File: config.mk
export PLATFORM = sky130hd
export DESIGN_NAME = bcd_conv_arbiter_flat
export DESIGN_NICKNAME = d
export VERILOG_FILES = /design/src/rtl/bcd_conv_arbiter_if.sv /design/src/rtl/bcd_conv_arbiter.sv /design/src/flat_wrapper.sv
export SDC_FILE = /design/constraint.sdc
export NUM_CORES = 1
export LEC_CHECK = 0
export CORE_MARGIN = 3
export CORE_UTILIZATION = 50
export CTS_CLUSTER_SIZE = 8
export DETAILED_ROUTE_END_ITERATION = 10
export PLACE_DENSITY_LB_ADDON = 0.08
export SKIP_LAST_GASP = 1
export SYNTH_ARGS = -nofsm -noshare
export SYNTH_HDL_FRONTEND = slang
export SYNTH_SLANG_ARGS = --single-unit
File: constraint.sdc
create_clock -name clk_i -period 2 [get_ports clk_i]
set_clock_uncertainty 0.05 [all_clocks]
set_input_delay 0.4 -clock clk_i [delete_from_list [all_inputs] [get_ports clk_i]]
set_output_delay 0.4 -clock clk_i [all_outputs]
set_load 0.005 [all_outputs]
File: src/rtl/bcd_conv_arbiter_if.sv
// Request/grant/result bundle between the two requesters and the shared
// binary-to-BCD converter.
interface bcd_conv_arbiter_if;
   logic        sum_req_i;
   logic [15:0] sum_hex_i;
   logic        n_req_i;
   logic [7:0]  n_hex_i;
   logic        sum_gnt_o;
   logic        n_gnt_o;
   logic        busy_o;
   logic [19:0] dec_o;
   logic [11:0] n_dec_o;
   logic        dec_valid_o;
   logic        n_dec_valid_o;

   modport slave (
      input  sum_req_i, sum_hex_i, n_req_i, n_hex_i,
      output sum_gnt_o, n_gnt_o, busy_o, dec_o, n_dec_o, dec_valid_o, n_dec_valid_o
   );

   modport master (
      output sum_req_i, sum_hex_i, n_req_i, n_hex_i,
      input  sum_gnt_o, n_gnt_o, busy_o, dec_o, n_dec_o, dec_valid_o, n_dec_valid_o
   );
endinterface

File: src/rtl/bcd_conv_arbiter.sv
// One iterative shift-add-3 binary-to-BCD engine shared round-robin between a
// 16-bit sum requester and an 8-bit count requester.
module bcd_conv_arbiter (
   input  logic               clk_i,
   input  logic               rst_i,
   bcd_conv_arbiter_if.slave  bus
);
   typedef enum logic [1:0] {IDLE, SHIFT, DONE} state_t;

   state_t      r_state;
   logic [15:0] r_bin;
   logic [19:0] r_bcd;
   logic [3:0]  r_cnt;
   logic        r_prio_n;   // count requester wins the next tie
   logic        r_srv_n;    // current conversion belongs to the count requester
   logic        r_busy;
   logic        r_sum_gnt;
   logic        r_n_gnt;
   logic        r_dec_vld;
   logic        r_ndec_vld;
   logic [19:0] r_dec;
   logic [11:0] r_ndec;

   logic        w_any_req;
   logic        w_pick_n;
   logic [19:0] w_adj;

   assign w_any_req = bus.sum_req_i | bus.n_req_i;
   assign w_pick_n  = bus.n_req_i & (~bus.sum_req_i | r_prio_n);

   always_comb begin
      w_adj = r_bcd;
      for (int k = 0; k < 5; k++) begin
         if (r_bcd[4*k +: 4] >= 4'd5)
            w_adj[4*k +: 4] = r_bcd[4*k +: 4] + 4'd3;
      end
   end

   always_ff @(posedge clk_i) begin
      if (rst_i) begin
         r_state    <= IDLE;
         r_bin      <= '0;
         r_bcd      <= '0;
         r_cnt      <= '0;
         r_prio_n   <= 1'b0;
         r_srv_n    <= 1'b0;
         r_busy     <= 1'b0;
         r_sum_gnt  <= 1'b0;
         r_n_gnt    <= 1'b0;
         r_dec_vld  <= 1'b0;
         r_ndec_vld <= 1'b0;
         r_dec      <= '0;
         r_ndec     <= '0;
      end else begin
         r_sum_gnt  <= 1'b0;
         r_n_gnt    <= 1'b0;
         r_dec_vld  <= 1'b0;
         r_ndec_vld <= 1'b0;
         case (r_state)
            IDLE: begin
               if (w_any_req) begin
                  r_srv_n   <= w_pick_n;
                  r_prio_n  <= ~w_pick_n;
                  r_bin     <= w_pick_n ? {8'd0, bus.n_hex_i} : bus.sum_hex_i;
                  r_bcd     <= '0;
                  r_cnt     <= '0;
                  r_sum_gnt <= ~w_pick_n;
                  r_n_gnt   <= w_pick_n;
                  r_busy    <= 1'b1;
                  r_state   <= SHIFT;
               end
            end
            SHIFT: begin
               // adjust-then-shift; binary MSB moves into the BCD LSB
               r_bcd <= {w_adj[18:0], r_bin[15]};
               r_bin <= {r_bin[14:0], 1'b0};
               r_cnt <= r_cnt + 4'd1;
               if (r_cnt == 4'd15)
                  r_state <= DONE;
            end
            DONE: begin
               if (r_srv_n) begin
                  r_ndec     <= r_bcd[11:0];
                  r_ndec_vld <= 1'b1;
               end else begin
                  r_dec     <= r_bcd;
                  r_dec_vld <= 1'b1;
               end
               r_busy  <= 1'b0;
               r_state <= IDLE;
            end
            default: begin
               r_busy  <= 1'b0;
               r_state <= IDLE;
            end
         endcase
      end
   end

   assign bus.sum_gnt_o     = r_sum_gnt;
   assign bus.n_gnt_o       = r_n_gnt;
   assign bus.busy_o        = r_busy;
   assign bus.dec_o         = r_dec;
   assign bus.n_dec_o       = r_ndec;
   assign bus.dec_valid_o   = r_dec_vld;
   assign bus.n_dec_valid_o = r_ndec_vld;
endmodule

File: src/flat_wrapper.sv
// flat-port wrapper written by rule: the top's interface ports become plain ports
module bcd_conv_arbiter_flat 
  (clk_i, rst_i, bus_sum_req_i, bus_sum_hex_i, bus_n_req_i, bus_n_hex_i, bus_sum_gnt_o, bus_n_gnt_o, bus_busy_o, bus_dec_o, bus_n_dec_o, bus_dec_valid_o, bus_n_dec_valid_o);
  bcd_conv_arbiter_if bus_i ();
  input  logic clk_i;
  input  logic rst_i;
  input wire logic [$bits(bus_i.sum_req_i)-1:0] bus_sum_req_i;
  input wire logic [$bits(bus_i.sum_hex_i)-1:0] bus_sum_hex_i;
  input wire logic [$bits(bus_i.n_req_i)-1:0] bus_n_req_i;
  input wire logic [$bits(bus_i.n_hex_i)-1:0] bus_n_hex_i;
  output wire logic [$bits(bus_i.sum_gnt_o)-1:0] bus_sum_gnt_o;
  output wire logic [$bits(bus_i.n_gnt_o)-1:0] bus_n_gnt_o;
  output wire logic [$bits(bus_i.busy_o)-1:0] bus_busy_o;
  output wire logic [$bits(bus_i.dec_o)-1:0] bus_dec_o;
  output wire logic [$bits(bus_i.n_dec_o)-1:0] bus_n_dec_o;
  output wire logic [$bits(bus_i.dec_valid_o)-1:0] bus_dec_valid_o;
  output wire logic [$bits(bus_i.n_dec_valid_o)-1:0] bus_n_dec_valid_o;
  assign bus_i.sum_req_i = bus_sum_req_i;
  assign bus_i.sum_hex_i = bus_sum_hex_i;
  assign bus_i.n_req_i = bus_n_req_i;
  assign bus_i.n_hex_i = bus_n_hex_i;
  assign bus_sum_gnt_o = bus_i.sum_gnt_o;
  assign bus_n_gnt_o = bus_i.n_gnt_o;
  assign bus_busy_o = bus_i.busy_o;
  assign bus_dec_o = bus_i.dec_o;
  assign bus_n_dec_o = bus_i.n_dec_o;
  assign bus_dec_valid_o = bus_i.dec_valid_o;
  assign bus_n_dec_valid_o = bus_i.n_dec_valid_o;
  bcd_conv_arbiter u_core (.clk_i(clk_i), .rst_i(rst_i), .bus(bus_i));
endmodule
Word-level counts from Yosys, hierarchy flattened
Index checks and enable logic that the tools add are counted.

Muxes and demuxes: 19. Reduce and logical (&&, ||, !) cells: 10. Order comparisons: 5. Shifts and indexed selects: 0. Div/mod/pow operators: 0. Multiply operators: 0. Bitwise logic cells: 10. Eq/ne operators: 5. $add $sub $neg: 6.

Operator list (number): 20-bit case mux with 2 select lines (1); 16-bit two-way mux (2); 16-bit case mux with 2 select lines (1); 4-bit by 3-bit greater-or-equal comparator with 1-bit output, second input constant (5); 20-bit two-way mux (1); 4-bit two-way mux (5); 4-bit by 2-bit adder with 4-bit output, second input constant (4); 2-bit AND reduction (6); 4-bit case mux with 2 select lines (1); 1-bit inverter (7); 4-bit by 1-bit adder with 4-bit output, second input constant (1); 4-bit == test, second input constant (1); 2-bit two-way mux (2); 2-bit by 1-bit inequality test with 1-bit output, second input constant (2); 2-bit case mux with 2 select lines (1); 3-bit by 2-bit adder with 3-bit output, second input constant (1); 1-bit two-way mux (3); 3-bit two-way mux (1); 3-bit OR reduction (1); 2-bit by 1-bit == test with 1-bit output, second input constant (1); 2-bit == test, second input constant (1); 2-bit zero test (1); 1-bit bitwise OR (2); 1-bit case mux with 2 select lines (1); other kinds (3) (3).

RAM bits: 0. Output and inout port bits: 37. Memories kept: 0. Input port bits: 28. Bits in latches: 0. ROM bits: 0. Word-level logic and storage cells: 68. Bits in registers: 81.

Longest topological paths before layout
Depth after elaboration: 6. Depth in mapped cells: 7. Mapped depth without buffers: 6.

Worst setup path before layout
No wires, ideal clock.

Path type: flip-flop to flip-flop. Start: register u_core.r_bcd[5]. End: register u_core.r_bcd[6]. Path buffers: 0. Slack: 531 ps. Cell stages (with the launch flop): 7. Arrival: 1303 ps. Clock period less this slack: 1469 ps. Library setup time: 116 ps. Path through: dfxtp_1 -> inv_1 -> ha_1 -> nand2b_1 -> a21oi_1 -> o41ai_1 -> a41o_1.

Longest elaborated chain between the ends: 3. Elaborated cells between the ends (all ways): 4.

RTL lines: start, declared (line bcd_conv_arbiter.sv:12) `logic [19:0] r_bcd;`; start signal, assigned (line bcd_conv_arbiter.sv:75) `r_bcd <= {w_adj[18:0], r_bin[15]};`; 4-bit by 2-bit adder with 4-bit output / 4-bit by 3-bit greater-or-equal comparator with 1-bit output (equally long branches) (line bcd_conv_arbiter.sv:35, bcd_conv_arbiter.sv:34); 4-bit two-way mux (*) (line bcd_conv_arbiter.sv:34) `if (r_bcd[4*k +: 4] >= 4'd5)`; 20-bit case mux with 2 select lines (*) (line bcd_conv_arbiter.sv:59) `case (r_state)`.

Every way passes the cells marked *; elsewhere a longest branch is shown, timed or not. A chain may end at the register's enable or synchronous reset.

Worst setup path after layout
Start: register u_core.r_bcd[5]. End: register u_core.r_bcd[5].

Longest elaborated chain between the ends: 3.

RTL lines (line): 4-bit by 3-bit greater-or-equal comparator with 1-bit output (bcd_conv_arbiter.sv:34); 4-bit two-way mux (bcd_conv_arbiter.sv:34); 20-bit case mux with 2 select lines (bcd_conv_arbiter.sv:59).

No other way between the ends.

==> results.sh <==
export IMPL_final_cell_count_no_fill=531
export IMPL_worst_r2r_cell_count=6
export IMPL_drive_gt1_frac=0.0859
export IMPL_finalSetupViolCount=0
export IMPL_maxCapViolations=0
export IMPL_nNetsFinal=488
export IMPL_drc_errors=0
export IMPL_rsz0062_at_grt="no"
export IMPL_min_period_ns=1.69
export IMPL_grt_pass1_wl_um=12200
export IMPL_syn_area_um2=3400
export IMPL_clk_pin_slew_ns=0.07
export IMPL_initial_core_util=0.527
export IMPL_track_usage=0.197
export IMPL_cpPeakStageDelay_ns=0.48
export IMPL_top_layer_used="met4"
export IMPL_drt_initial_drc_count=129
export IMPL_ir_drop_uv=462
export IMPL_antenna_found_initial=0
export IMPL_arrival_ns=1.88
export IMPL_rows=29
export IMPL_io_buffers=64
export IMPL_p_leak_nw=1.62
export IMPL_antenna_left=0
export IMPL_crit_buf_inv=1
export IMPL_drt_first_pass_iters=4
export IMPL_crit_required_ns=2.19
export IMPL_worst_setup_path_end_kind="flop"
export IMPL_min_path_cells=2
export IMPL_synth_flop_cell="dfxtp_1"
export IMPL_die_w_um=88.5
export IMPL_path_class="reg2reg"
export IMPL_coreArea_um2=6460
export IMPL_cts_buffers=9
export IMPL_status="complete, no violations"
export IMPL_overflow=0
export IMPL_htreeDepth=3
export IMPL_slowest_stage="dfxtp_1"
export IMPL_cts_resized=0
export IMPL_clk_path_buf_depth=2
export IMPL_grt_pass1_vias=2651
export IMPL_wirelength_met1_um=3430
export IMPL_hold_buffers=0
export IMPL_critical_path_top_delay_family="compound AO/OA/AOI/OAI gates"
export IMPL_clock_latency_ns=0.35
export IMPL_via_per_inst=5.50
export IMPL_synth_cell_type_count=48
export IMPL_synthMostInstantiatedCell="dfxtp_1"
export IMPL_hold_path_end="u_core.bus.n_dec_o[1]"
export IMPL_yosysTopAreaCell="dfxtp_1"
export IMPL_place_inst=515
export IMPL_synth_cells=380
export IMPL_hp_class="reg2reg"
export IMPL_hp_start="u_core.bus.n_dec_o[1]"
export IMPL_crit_chain="inv_1, ha_1, nand2b_1, a21oi_1, xnor2_1, a22o_1"
export IMPL_r2r_start="u_core.r_bcd[5]"
export IMPL_postCtsSetupRepairBufs=0
export IMPL_globalplace_congestion=0.806
export IMPL_ys_ff_latch=81
export IMPL_routedWlPerCell_um=13.9
export IMPL_dp_hpwl_um=5300
export IMPL_die_h_um=88.5
export IMPL_synthArstFlopShare=0
export IMPL_maxSlewHeadroom=0.632
export IMPL_area_growth_pct=27.2
export IMPL_syn_area_per_cell_um2=8.96
export IMPL_routed_via_count=2920
export IMPL_wl_met2_um=3540
export IMPL_die_area_um2=7830
export IMPL_ys_top_cells_by_area="dfxtp_1 48%, nand2_1 7.6%, a21oi_1 6.9%"
export IMPL_totalWireLength_um=7360
export IMPL_seq_area_frac_synth=0.476
export IMPL_cellPowerDensity_nw_per_um2=681
export IMPL_cts_tree="done"
export IMPL_route_met3_wl_um=274
export IMPL_clock_sinks=81
export IMPL_start_kind="flop"
export IMPL_reg2reg_slack_ns=0.31
export IMPL_crit_path_max_fanout=7
export IMPL_cts_root_buffer="clkbuf_8"
export IMPL_timing_fmax_mhz=592
export IMPL_grt_start_max_net_pins=23
export IMPL_hold_violations=0
export IMPL_num_io_pins=65
export IMPL_tns_ns=0
export IMPL_tightest_slew_ns=0.550
export IMPL_fin_crit_sh=0.845
export IMPL_ys_warn_count=0
export IMPL_n_fill_cell=549
export IMPL_synth_net_count=419
export IMPL_num_antenna_cells=0
export IMPL_synth_common_cells="81 x dfxtp_1, 69 x nand2_1, 47 x a21oi_1"
export IMPL_synth_top_area_frac=0.476
export IMPL_synth_edf_count=0
export IMPL_reg2reg_to="u_core.r_bcd[5]"
export IMPL_drv_slew=0
==> sequential cells by signal, indices dropped and copies added, names as in the netlist <==
signal / count
u_core.bus.n_dec_valid_o: 1
u_core.r_bin: 16
u_core.r_bcd: 20
u_core.bus.dec_o: 20
u_core.r_state: 2
u_core.r_srv_n: 1
u_core.bus.dec_valid_o: 1
u_core.r_cnt: 4
u_core.bus.n_gnt_o: 1
u_core.bus.n_dec_o: 12
u_core.bus.sum_gnt_o: 1
u_core.r_prio_n: 1
u_core.bus.busy_o: 1
==> cells by family (layout without fill, tap and decap cells) <==
kind of cell | after synthesis | count (layout) | synth area share
AO/OA/AOI/OAI | 107 | 107 | 0.216
XOR/XNOR | 6 | 6 | 0.0154
adder cells (fa/ha/maj) | 11 | 11 | 0.0404
buffers and inverters | 35 | 109 | 0.0500
flip-flops | 81 | 81 | 0.476
multiplexers | 11 | 11 | 0.0324
AND/OR/NAND/NOR | 129 | 129 | 0.169
==> routing by layer <==
metal  GRT usage  up-vias
met2       0.324       66
met5           0        -
met3      0.0279       10
met4      0.0810        0
met1       0.261     1369
li1            -     1475
==> tightest hold or removal path, cell delays in order (launching register included) <==
cell,delay [ns]
dfxtp_1,0.31
nand2_1,0.05
a21oi_1,0.05
==> through the flow <==
stage / hold slack [ns] / area (µm²) / total power [mW] / utilization / setup slack (ns)
final: 0.404 / 4330 / 2.95 / 0.670 / 0.310
after global routing: 0.424 / 4330 / 3.06 / 0.670 / 0.156
after CTS: 0.406 / 4330 / 2.98 / 0.670 / 0.292
after detailed placement: 0.395 / 4170 / 1.98 / 0.645 / 0.00291
after global placement: 0.392 / 4170 / 1.97 / 0.645 / 0.0517
after floorplan: 0.391 / 3400 / 1.86 / - / 0.531
==> worst max-delay path by stage <==
stage                                  from                   to  slack (ns)  depth (start not counted)
final                       u_core.r_bcd[5]      u_core.r_bcd[5]        0.31                          6
after detailed placement      bus_sum_req_i     u_core.r_bin[12]       0.003                          6
after CTS                 u_core.r_state[1]  u_core.bus.dec_o[1]        0.29                          3
after global placement        bus_sum_req_i     u_core.r_bin[12]        0.05                          6
after global routing        u_core.r_bcd[5]      u_core.r_bcd[6]        0.16                          6
after floorplan             u_core.r_bcd[5]      u_core.r_bcd[6]        0.53                          6
==> power breakdown <==
group          internal [mW]  switching (mW)  total, mW
clock                  0.442           0.567       1.01
sequential              1.65          0.0284       1.68
combinational          0.134           0.128      0.262
==> layout make-up <==
cell class / count / area (µm²) / area share
Sequential cell: 81 / 1620 / 0.374
Multi-Input combinational cell: 264 / 1620 / 0.373
Timing Repair Buffer: 81 / 788 / 0.182
Clock buffer: 10 / 128 / 0.0295
Tap cell: 77 / 96.3 / 0.0222
Inverter: 12 / 45.0 / 0.0104
Clock inverter: 6 / 35.0 / 0.00809
==> cells in the final DEF (no fill, tap or decap), types with 3 or more instances in the layout <==
cell	synthesis	final
nand2_1	69	69
nand3_1	5	5
nor2_1	25	25
o211ai_1	3	3
clkinv_2	0	4
xnor2_1	5	5
dfxtp_1	81	81
clkdlybuf4s50_1	0	63
a22o_1	8	8
o21ai_0	7	7
mux2i_1	11	11
o22ai_1	7	7
a222oi_1	5	5
a221o_1	3	3
a21oi_1	47	47
ha_1	11	11
a22oi_1	9	9
nor3_1	7	7
clkbuf_8	0	9
buf_4	2	15
inv_1	11	11
nand2b_1	7	7
No activity file was read; power rests on OpenSTA's default activity.
